### src/rtl/fp_add_sequencer.sv
// fp_add_sequencer: multi-cycle IEEE-754 single add/sub controller driving a shared external 24-bit adder.
// Optional FP_ADD_SPECIAL_EN: NaN/inf classification in IDLE with a short bypass to DONE.
module fp_add_sequencer #(
  parameter int NORM_STEP = 1
) (
  input  logic        clk,
  input  logic        rst_n,
  input  logic        in_valid,
  output logic        in_ready,
  input  logic [31:0] in_a,
  input  logic [31:0] in_b,
  output logic        out_valid,
  input  logic        out_ready,
  output logic [31:0] out_result,
  output logic        busy,
  output logic [23:0] add_a,
  output logic [23:0] add_b,
  output logic        add_ctl,
  output logic        add_en,
  input  logic [23:0] add_sum,
  input  logic        add_cout,
  input  logic [23:0] add_diff
);
  typedef enum logic [2:0] {IDLE, EXP, ALIGN, ADD, NORM, DONE, SPEC} state_t;
  state_t state, state_n;
  logic sx, sy, s, s_n, flush, special;
  logic [8:0] ex, ey, e, e_n;
  logic [23:0] mx, my, m, m_n, my_sh, m_add;
  logic [7:0] d;
  logic [2:0] lz, sh;
  logic [31:0] spec_v, spec_r, res_n;

  function automatic logic [23:0] mant(input logic [31:0] f);
    return |f[30:23] ? {1'b1, f[22:0]} : 24'b0;
  endfunction

  assign in_ready  = state == IDLE;
  assign busy      = !in_ready;
  assign out_valid = state == DONE;
  assign my_sh = d >= 8'd24 ? 24'b0 : my >> d;
  assign m_add = add_ctl ? add_diff : add_cout ? {1'b1, add_sum[23:1]} : add_sum;
  assign lz = m[23] ? 3'd0 : m[22] ? 3'd1 : m[21] ? 3'd2 : m[20] ? 3'd3 : 3'd4;
  assign sh = lz < 3'(NORM_STEP) ? lz : 3'(NORM_STEP);
  assign flush = e <= {6'b0, sh};
  assign res_n = state == SPEC ? spec_r :
                 e_n >= 9'd255 ? {s_n, 8'hFF, 23'b0} : {s_n, e_n[7:0], m_n[22:0]};

`ifdef FP_ADD_SPECIAL_EN
  logic nan_a, nan_b, inf_a, inf_b;
  assign nan_a = &in_a[30:23] && |in_a[22:0];
  assign nan_b = &in_b[30:23] && |in_b[22:0];
  assign inf_a = &in_a[30:23] && !(|in_a[22:0]);
  assign inf_b = &in_b[30:23] && !(|in_b[22:0]);
  assign special = &in_a[30:23] || &in_b[30:23];
  assign spec_v = (nan_a || nan_b || (inf_a && inf_b && (in_a[31] ^ in_b[31]))) ? 32'h7FC00000 :
                  inf_a ? in_a : in_b;
`else
  assign special = 1'b0;
  assign spec_v  = 32'b0;
`endif

  always_comb begin
    state_n = state;
    m_n = m;
    e_n = e;
    s_n = s;
    case (state)
      IDLE:  if (in_valid) state_n = special ? SPEC : EXP;
      EXP:   state_n = ALIGN;
      ALIGN: state_n = ADD;
      ADD: begin
        // an exact cancellation always yields +0
        m_n = m_add;
        e_n = m_add == 24'b0 ? 9'b0 : (!add_ctl && add_cout) ? ex + 9'd1 : ex;
        s_n = m_add != 24'b0 && (add_ctl && !add_cout ? sy : sx);
        state_n = (m_add == 24'b0 || m_add[23]) ? DONE : NORM;
      end
      NORM: begin
        m_n = flush ? 24'b0 : m << sh;
        e_n = flush ? 9'b0 : e - {6'b0, sh};
        state_n = (flush || m_n[23]) ? DONE : NORM;
      end
      DONE:    if (out_ready) state_n = IDLE;
      SPEC:    state_n = DONE;
      default: state_n = IDLE;
    endcase
  end

  always_ff @(posedge clk or negedge rst_n) begin
    if (!rst_n) begin
      state <= IDLE;
      {sx, sy, s} <= 3'b0;
      {ex, ey, e} <= 27'b0;
      {mx, my, m} <= 72'b0;
      d <= 8'b0;
      spec_r <= 32'b0;
      out_result <= 32'b0;
      add_a <= 24'b0;
      add_b <= 24'b0;
      add_ctl <= 1'b0;
      add_en <= 1'b0;
    end else begin
      state <= state_n;
      m <= m_n;
      e <= e_n;
      s <= s_n;
      add_en  <= state_n == EXP || state_n == ADD;
      add_ctl <= state_n == EXP || (state_n == ADD && (sx ^ sy));
      add_a <= state_n == EXP ? {16'b0, in_a[30:23]} : state_n == ADD ? mx : 24'b0;
      add_b <= state_n == EXP ? {16'b0, in_b[30:23]} : state_n == ADD ? my_sh : 24'b0;
      if (state == IDLE && in_valid) begin
        {sx, ex, mx} <= {in_a[31], 1'b0, in_a[30:23], mant(in_a)};
        {sy, ey, my} <= {in_b[31], 1'b0, in_b[30:23], mant(in_b)};
        spec_r <= spec_v;
      end
      // keep the larger-exponent operand in the X slot
      if (state == EXP) begin
        d <= add_diff[7:0];
        if (!add_cout) begin
          {sx, ex, mx} <= {sy, ey, my};
          {sy, ey, my} <= {sx, ex, mx};
        end
      end
      if (state_n == DONE && state != DONE) out_result <= res_n;
    end
  end
endmodule

### config.mk
export PLATFORM = sky130hd
export DESIGN_NAME = fp_add_sequencer
export DESIGN_NICKNAME = d
export VERILOG_FILES = /design/src/rtl/fp_add_sequencer.sv
export SDC_FILE = /design/constraint.sdc
export NUM_CORES = 1
export LEC_CHECK = 0
export BUFFER_PORTS_ARGS = -buffer_cell sky130_fd_sc_hd__buf_2
export CAP_MARGIN = 20
export CELL_PAD_IN_SITES_DETAIL_PLACEMENT = 1
export CELL_PAD_IN_SITES_GLOBAL_PLACEMENT = 2
export CORE_AREA = 2 2 174 176
export CTS_BUF_LIST = sky130_fd_sc_hd__clkbuf_16
export DETAILED_ROUTE_END_ITERATION = 12
export DIE_AREA = 0 0 176 178
export GPL_TIMING_DRIVEN = 0
export PLACE_DENSITY_LB_ADDON = 0.1
export RECOVER_POWER = 100
export REMOVE_ABC_BUFFERS = 1
export SYNTH_ARGS = -nofsm -noshare
export SYNTH_HDL_FRONTEND = slang
export SYNTH_SLANG_ARGS = --single-unit
export TNS_END_PERCENT = 1
### constraint.sdc
create_clock -name clk -period 7.75 [get_ports clk]
set_input_delay 0.775 -clock clk [delete_from_list [all_inputs] [get_ports clk]]
set_output_delay 0.775 -clock clk [all_outputs]
set_load 0.05 [all_outputs]
# --- Word-level counts from Yosys, hierarchy flattened ---
# Cells that the tools add are included.
word_totals:
  register_bits: 195
  input_bits: 117
  output_inout_bits: 85
  word_cells: 102
classes:
  n_addsub: 2
  magnitude_cmp: 4
  eq_ne: 10
  n_shift: 2
  muxes: 47
  n_bitwise: 1
  reduce_logical: 19
op_table:
  columns: ["operator", "n"]
  rows:
  - ["two-way mux 24 bit", 16]
  - ["two-way mux 9 bit", 9]
  - ["case mux 24 bit (2 select lines)", 1]
  - ["two-way mux 32 bit", 1]
  - ["two-way mux 31 bit", 1]
  - ["logical NOT 24 bit", 1]
  - ["nonzero test 24 bit", 1]
  - ["left shift 24 x 3 -> 24 bit", 1]
  - [">> shifter 24 x 8 -> 24 bit", 1]
  - ["two-way mux 3 bit", 7]
  - ["case mux 3 bit (7 select lines)", 1]
  - ["case mux 9 bit (2 select lines)", 1]
  - ["OR reduction 8 bit", 2]
  - ["equality test 3 bit, second input constant", 4]
  - ["two-way mux 1 bit", 10]
  - ["adder 9 x 1 -> 9 bit, second input constant", 1]
  - ["equality test 3 x 2 -> 1 bit, second input constant", 3]
  - [">= comparator 9 x 8 -> 1 bit, second input constant", 1]
  - ["less-or-equal comparator 9 x 3 -> 1 bit", 1]
  - ["subtractor 9 x 3 -> 9 bit", 1]
  - [">= comparator 8 x 5 -> 1 bit, second input constant", 1]
  - ["equality test 3 x 1 -> 1 bit, second input constant", 2]
  - ["logical AND 1 bit", 6]
  - ["logical OR 1 bit", 4]
  - ["6 further kinds", 8]

# --- Depth between registers and ports, before layout ---
# Gate-level depths: netlist (run 1).
depth:
  ltp_word: 14
  ltp_mapped: 12
  ltp_nobuf: 11

# --- Worst setup path before layout (run 1) ---
# OpenSTA, ideal clock, no wires.
synth_path:
  path_type: "reg2reg"
  from: "reg state[1]"
  to: "reg ex[4]"
  arrival_ns: 3.145
  t_required_ns: 7.615
  path_slack_ns: 4.470
  path_stages_with_launch: 8
  path_buffers: 3
  period_less_slack_ns: 3.280
  path_cell_list: "dfrtp_1 -> clkbuf_1 -> nor3_1 -> and2_1 -> clkbuf_1 -> buf_1 -> mux2i_1 -> o21ai_0"
synth_via:
  elab_chain_cells: 5
synth_lines:
  columns: ["item", "line", "rtl"]
  rows:
  - ["start: declaration", "25", "state_t state, state_n;"]
  - ["start signal: assignment", "103", "state <= state_n;"]
  - ["logical NOT 3 bit *", null, null]
  - ["net in_ready", "9", "output logic in_ready,"]
  - ["logical AND 1 bit *", "111", "if (state == IDLE && in_valid) begin"]
  - ["two-way mux 9 bit *", "111", null]
  - ["two-way mux 9 bit", "119", "if (!add_cout) begin"]
  - ["two-way mux 9 bit *", "117", "if (state == EXP) begin"]
  - ["end signal: assignment", "112", "{sx, ex, mx} <= {in_a[31], 1'b0, in_a[30:23], mant(in_a)};"]
  - ["end signal: assignment", "120", "{sx, ex, mx} <= {sy, ey, my};"]
  - ["end: declaration", "27", "logic [8:0] ex, ey, e, e_n;"]
# The timed path passes the listed nets; every way through them passes the cells marked *.
# A chain may end at the register's enable or synchronous reset.

# --- Worst setup path after layout (run 1) ---
layout_path:
  from: "reg add_ctl"
  to: "reg out_result[30]"
layout_via:
  elab_chain_cells: 8
layout_lines:
  columns: ["item", "line", "rtl"]
  rows:
  - ["start: declaration", "18", "output logic add_ctl,"]
  - ["start signal: assignment", "108", "add_ctl <= state_n == EXP || (state_n == ADD && (sx ^ sy));"]
  - ["parallel branches: the longest is 3 deep, another holds two-way mux 24 bit", null, null]
  - ["two-way mux 9 bit *", "74", "e_n = m_add == 24'b0 ? 9'b0 : (!add_ctl && add_cout) ? ex + 9'd1 : ex;"]
  - ["case mux 9 bit (2 select lines) *", "67", "case (state)"]
  - ["net e_n[8]", "27", null]
  - [">= comparator 9 x 8 -> 1 bit *", "46", "e_n >= 9'd255 ? {s_n, 8'hFF, 23'b0} : {s_n, e_n[7:0], m_n[22:0]};"]
  - ["two-way mux 31 bit *", "46", null]
  - ["two-way mux 32 bit *", "45", "assign res_n = state == SPEC ? spec_r :"]
  - ["end signal: assignment", "124", "if (state_n == DONE && state != DONE) out_result <= res_n;"]
  - ["end: declaration", "14", "output logic [31:0] out_result,"]
# Mark *: on every way through the listed nets, which the timed path passes.

==> metrics, run 1 <==
outcome finished, violations left; violated checks max-capacitance violations, max-slew violations; commonest non-fill, non-tap cells in the layout dfrtp_1 (195), nand2_1 (162), o21ai_0 (132), buf_2 (116), clkbuf_1 (89); Detailed Route Iter0 Violations 582; Post-Layout Cell Count 1609; hpwl dp 24.3 mm; Inst Count DP 1575; Worst Tran Pin Value 2.66 ns; HP Class in2async; CTS root buffer clkbuf_16; Worst VDD drop 0.000188 V; post-CTS sizing 0; Register Area 4880 µm²; Cell Area, Synth 10100 µm²; GRT overflow 0; Post-CTS Setup Repair Bufs 0; max_cap viols 7; overall routing resource usage 21.7%; flop2flop setup slack 1.93 ns; Clk pin slew, worst setup/hold paths 0.08 ns; CP Cell Sequence mux2i_1, nand4_1, nor4_1, nand2_1, a31oi_1, clkinv_1, nor2_1, o21ai_0; Hold-fix buffers, CTS 0; RSZ-0062 raised after global routing no; drt wl/cell 20.6 µm; die area 31300 µm²; Worst EP required 8.07 ns; num ports 202; sequential cell area fraction in the yosys report 48.1%; delay-heaviest family, CP simple AND/OR/NAND/NOR gates; core footprint 29400 µm²; NumNets Final 1326; PortBufs 201; Fin. Hold Viols 0; # fillers 3456; mean post-synth cell area 9.79 µm²; EDFF count, synth 0; Synth Instances 1036; Detail Route Antenna Nets 0; Power per Cell Area 424 nW/µm²; clock tree from TritonCTS done; FMAX 172 MHz; static leakage 5.16 nW; area of the multi-input gates 4810 µm²; CTS H-tree lvls 4; clock skew 0.0168 ns; Crit Path Class reg2reg; Yosys cell types 63; largest net degree at the start of global routing 101; Final Max Tran Viols 156; vias in the first global route 8929; Tcrit/Tclk final 75.2%; most common cell after layout, fill and taps aside dfrtp_1; number of buffers created by CTS 17; Ys Warns 0; Detailed Route WL 33.1 mm; Slew headroom -77.1%; GP Congestion 0.799; min cycle time layout 5.82 ns; Cell Rows 63; Post-synth ARST share 100%; pre-CTS WS 2.96 ns; Chip Width 176 µm; global-route wire length before repair 52.0 mm; clock net sink count 195; drt first pass iters 4; Via density 5.35; Die H 178 µm; Worst-Skew Late Latency 0.45 ns; Worst Path Buf+Inv 1; layout cells sized above 1 19.0%; CP max-delay cell nor4_1; Worst EP arrival 6.15 ns; Worst Setup End Kind flip-flop; setup ws final 1.93 ns; post-synthesis register bit count 195; final setup vio count 0; clock buffer depth 2; Max stage delay on crit path 1.58 ns; Worst setup SP type flip-flop; initial antenna violation count 4; initial core utilization 34.5%; via count 8616; Area Growth Syn to Fin 18.4%; DR DRC count 0; Main synth FF type dfrtp_1; critical-path maximum fanout 30
[routing by layer]
metal	routed length [µm]	up-vias	track usage, %
met2	15200	170	34.1
met3	1450	27	4.60
li1	-	4102	-
met1	16000	4311	30.7
met5	42	-	0
met4	406	6	5.20
[final timing paths]
kind                                 from              to  depth (start not counted)
max                               add_ctl  out_result[30]                          8
min                                 rst_n  out_result[29]                          1
max reg2reg                       add_ctl  out_result[30]                          8
min reg2reg                out_result[12]  out_result[12]                          2
max in group asynchronous           rst_n           my[9]                          2
min in group clk           out_result[12]  out_result[12]                          2
[synthesized netlist by cell type, drive strengths merged, types with 9 or more instances]
cell | n | share of area (%)
mux2 | 34 | 3.8
a22o | 25 | 2.2
and3 | 17 | 1.0
a22oi | 65 | 4.8
nor3 | 23 | 1.1
a31oi | 10 | 0.68
o21ai | 134 | 7.1
buf | 15 | 0.77
mux2i | 49 | 4.8
nor2 | 46 | 1.7
clkbuf | 60 | 2.2
nand4 | 11 | 0.74
a21oi | 22 | 1.1
dfrtp | 195 | 48
inv | 26 | 0.96
a211oi | 12 | 0.89
nand2 | 162 | 6.0
o22ai | 9 | 0.56
mux4 | 14 | 3.1
nand3 | 20 | 0.99
[area by class of cell]
class | count | area share, %
antenna | 1 | 0.0209
clock buffer | 17 | 3.54
clock inverter | 15 | 1.03
inverter | 28 | 0.876
multi-input combinational | 738 | 40.0
sequential | 195 | 40.7
tap | 390 | 4.07
timing repair buffer | 225 | 9.75
[state kept, by name, indices dropped and copies added (netlist names)]
name and count:
add_en 1, add_b 24, sy 1, e 9, m 24, my 24, add_a 24, sx 1
mx 24, add_ctl 1, ey 9, state 3, out_result 32, s 1, ex 9, d 8
[power breakdown]
group	leakage, nW	internal (mW)	switching, mW
Clock	0.267	0.420	0.442
Combinational	2.37	0.852	1.54
Sequential	2.52	1.39	0.446
Total	5.16	2.66	2.43
[cell families (layout without fill, tap and decap cells)]
group	Yosys count	in the layout	synth area share (%)
simple gates	312	312	14.1
compound gates	310	310	20.3
flops	195	195	48.1
buf+inv	103	285	4.02
mux	97	97	11.7
xor+xnor	13	13	1.12
fa+ha+maj	4	4	0.568
other cells	2	3	0.0741
[worst register-to-register path, delay by kind of cell, from the launching register on]
| family | cells | cell delay [ns] |
|---|---|---|
| mux | 1 | 0.51 |
| simple gates | 4 | 2.21 |
| buf+inv | 1 | 0.50 |
| flops | 1 | 1.37 |
| compound gates | 2 | 1.11 |
[through the flow]
step	hold WS [ns]	setup TNS (ns)	area (µm²)	util (%)	power, mW
finish	0.302	0	12000	40.8	5.08
global route	0.360	0	12000	40.8	5.47
CTS	0.367	0	12300	41.7	5.23
detailed placement	0.464	0	11700	39.8	4.36
global placement	0.458	-483.58	11300	38.5	4.20
floorplan	0.449	-144.86	9840	-	3.45
No activity file was read; power rests on OpenSTA's default activity.
==> inputs of run 2 (changes only) <==
--- a/config.mk
+++ b/config.mk
@@ -9,10 +9,10 @@
 export CAP_MARGIN = 20
 export CELL_PAD_IN_SITES_DETAIL_PLACEMENT = 1
 export CELL_PAD_IN_SITES_GLOBAL_PLACEMENT = 2
-export CORE_AREA = 2 2 174 176
+export CORE_AREA = 2 2 184 186
 export CTS_BUF_LIST = sky130_fd_sc_hd__clkbuf_16
 export DETAILED_ROUTE_END_ITERATION = 12
-export DIE_AREA = 0 0 176 178
+export DIE_AREA = 0 0 186 188
 export GPL_TIMING_DRIVEN = 0
 export PLACE_DENSITY_LB_ADDON = 0.1
 export RECOVER_POWER = 100
==> constraint.sdc (replaced) <==
create_clock -name clk -period 5.1 [get_ports clk]
set_input_delay 0.51 -clock clk [delete_from_list [all_inputs] [get_ports clk]]
set_output_delay 0.51 -clock clk [all_outputs]
set_load 0.05 [all_outputs]
==> run 2 against run 1 <==
Net effect: the run still ends with max-capacitance violations, max-slew violations left; utilization decreased by 4.2 points; setup slack got worse by 1.5 ns; wire length increased by 3.4%; cell area increased by 0.99%; power increased by 54%; clock skew decreased by 0.0024 ns; via count about the same; critical path depth decreased by 1; hold slack got worse by 0.27 ns; combinational power increased by 51%; global-route usage decreased by 1.3 points; count of clock-buffer cells in the layout unchanged; largest cell class unchanged.
==> metrics, run 2 (synthesized netlist as in run 1, its figures left out) <==
Area Growth Syn to Fin 19.5% (was 18.4%); number of buffers created by CTS 17 (unchanged); global-route wire length before repair 54.1 mm (was 52.0 mm); initial antenna violation count 4 (unchanged); design area 12100 µm² (was 12000 µm²); max_cap viols 4 (was 7); die area 35000 µm² (was 31300 µm²); Worst EP arrival 5.06 ns (was 6.15 ns); flop2flop setup slack 0.40 ns (was 1.93 ns); Worst Tran Pin Value 2.86 ns (was 2.66 ns); Post-CTS Setup Repair Bufs 0 (unchanged); Inst Count DP 1633 (was 1575); largest net degree at the start of global routing 108 (was 101); overall routing resource usage 20.4% (was 21.7%); Cell Rows 67 (was 63); pre-CTS WS 0.367 ns (was 2.96 ns); setup ws final 0.402 ns (was 1.93 ns); critical-path maximum fanout 33 (was 30); num ports 202 (unchanged); static leakage 5.18 nW (was 5.16 nW); violated checks max-capacitance violations, max-slew violations (unchanged); Worst VDD drop 0.000298 V (was 0.000188 V); NumNets Final 1326 (unchanged); Fin. Hold Viols 0 (unchanged); Detailed Route WL 34.2 mm (was 33.1 mm); drt first pass iters 5 (was 4); Detailed Route Iter0 Violations 478 (was 582); Worst Setup End Kind flip-flop (unchanged); final setup vio count 0 (unchanged); Detail Route Antenna Nets 0 (unchanged); DR DRC count 0 (unchanged); Final Max Tran Viols 169 (was 156); Crit Path Class reg2reg (unchanged); HP Class in2async (unchanged); CTS H-tree lvls 4 (unchanged); Post-Layout Cell Count 1669 (was 1609); placed cell areas 11800 µm² (was 11700 µm²); Slew headroom -90.5% (was -77.1%); clock skew 0.0144 ns (was 0.0168 ns); Chip Width 186 µm (was 176 µm); hpwl dp 25.2 mm (was 24.3 mm); most common cell after layout, fill and taps aside dfrtp_1 (unchanged); max reg flops 32 (unchanged); core footprint 33100 µm² (was 29400 µm²); initial core utilization 30.6% (was 34.5%); PortBufs 201 (unchanged); vias in the first global route 9045 (was 8929); commonest non-fill, non-tap cells in the layout dfrtp_1 (194), nand2_1 (162), o21ai_0 (133), buf_2 (116), clkbuf_1 (88) (was dfrtp_1 (195), nand2_1 (162), o21ai_0 (132), buf_2 (116), clkbuf_1 (89)); Tcrit/Tclk final 92.1% (was 75.2%); Worst-Skew Late Latency 0.46 ns (was 0.45 ns); min cycle time layout 4.70 ns (was 5.82 ns); Worst setup SP type flip-flop (unchanged); clock buffer depth 2 (unchanged); via count 8623 (was 8616); CTS root buffer clkbuf_16 (unchanged); Die H 188 µm (was 178 µm); Clk pin slew, worst setup/hold paths 0.08 ns (about the same); GRT overflow 0 (unchanged); Worst EP required 5.46 ns (was 8.07 ns); post-CTS sizing 0 (unchanged); drt wl/cell 20.5 µm (was 20.6 µm); layout cells sized above 1 19.0% (unchanged); outcome finished, violations left (unchanged); FMAX 213 MHz (was 172 MHz); Top reg by flops out_result (unchanged); RSZ-0062 raised after global routing no (unchanged); clock tree from TritonCTS done (unchanged); GP Congestion 0.771 (was 0.799); clock net sink count 195 (unchanged); Hold-fix buffers, CTS 0 (unchanged); Power per Cell Area 646 nW/µm² (was 424 nW/µm²); Via density 5.17 (was 5.35)
run 2: cell types whose count changed in the layout (fill, tap and decap cells not counted), sizes merged:
cell,before,now
bufinv,0,3
clkinv,9,7
diode,1,3
buf,136,135
inv,32,31
clkbuf,106,107
run 2: final timing paths:
path | start | end | cells past startpoint
setup / recovery | state[1] | mx[22] | 7
hold / removal | rst_n | out_result[28] | 1
setup reg to reg | state[1] | mx[22] | 7
hold reg to reg | ey[3] | ex[3] | 2
max in group asynchronous | rst_n | mx[20] | 2
min in group clk | add_diff[3] | d[3] | 2
run 2: where the power goes:
part / switching [mW] / total, mW / leakage (nW) / internal (mW)
Combinational: 2.34 / 3.62 / 2.36 / 1.28
Clock: 0.648 / 1.42 / 0.296 / 0.770
Sequential: 0.687 / 2.79 / 2.52 / 2.11
run 2: final cells by class:
class | instances | area, µm²
clock inverter | 15 | 168
antenna | 3 | 7.51
timing repair buffer | 225 | 1150
tap | 448 | 561
clock buffer | 17 | 425
sequential | 195 | 4880
multi-input combinational | 738 | 4820
fill | 3850 | 21000
inverter | 28 | 105
run 2: layer usage:
metal / vias up / GRT usage (%) / share of wire, %
li1: 4104 / - / -
met1: 4357 / 29.1 / 49
met2: 141 / 31.8 / 46
met3: 19 / 4.70 / 4.2
met4: 2 / 3.88 / 0.89
met5: - / 0 / 0.038
run 2: metrics by stage:
step	power, mW	hold slack, ns	util (%)	setup TNS (ns)
floorplan	5.24	0.214	-	-321.89
global placement	6.43	0.456	34.4	-794.18
detailed placement	6.62	0.460	35.5	0
CTS	8.07	0.0758	37.3	0
global route	8.44	0.0751	36.6	0
finish	7.83	0.0283	36.6	0
run 2: critical path, cell delays in order (launching register included):
cell,delay [ns]
dfrtp_1,0.61
buf_16,0.27
nor3_1,0.52
nand2_1,0.70
clkbuf_2,0.69
a21oi_2,1.33
a22oi_1,0.17
o21ai_0,0.28
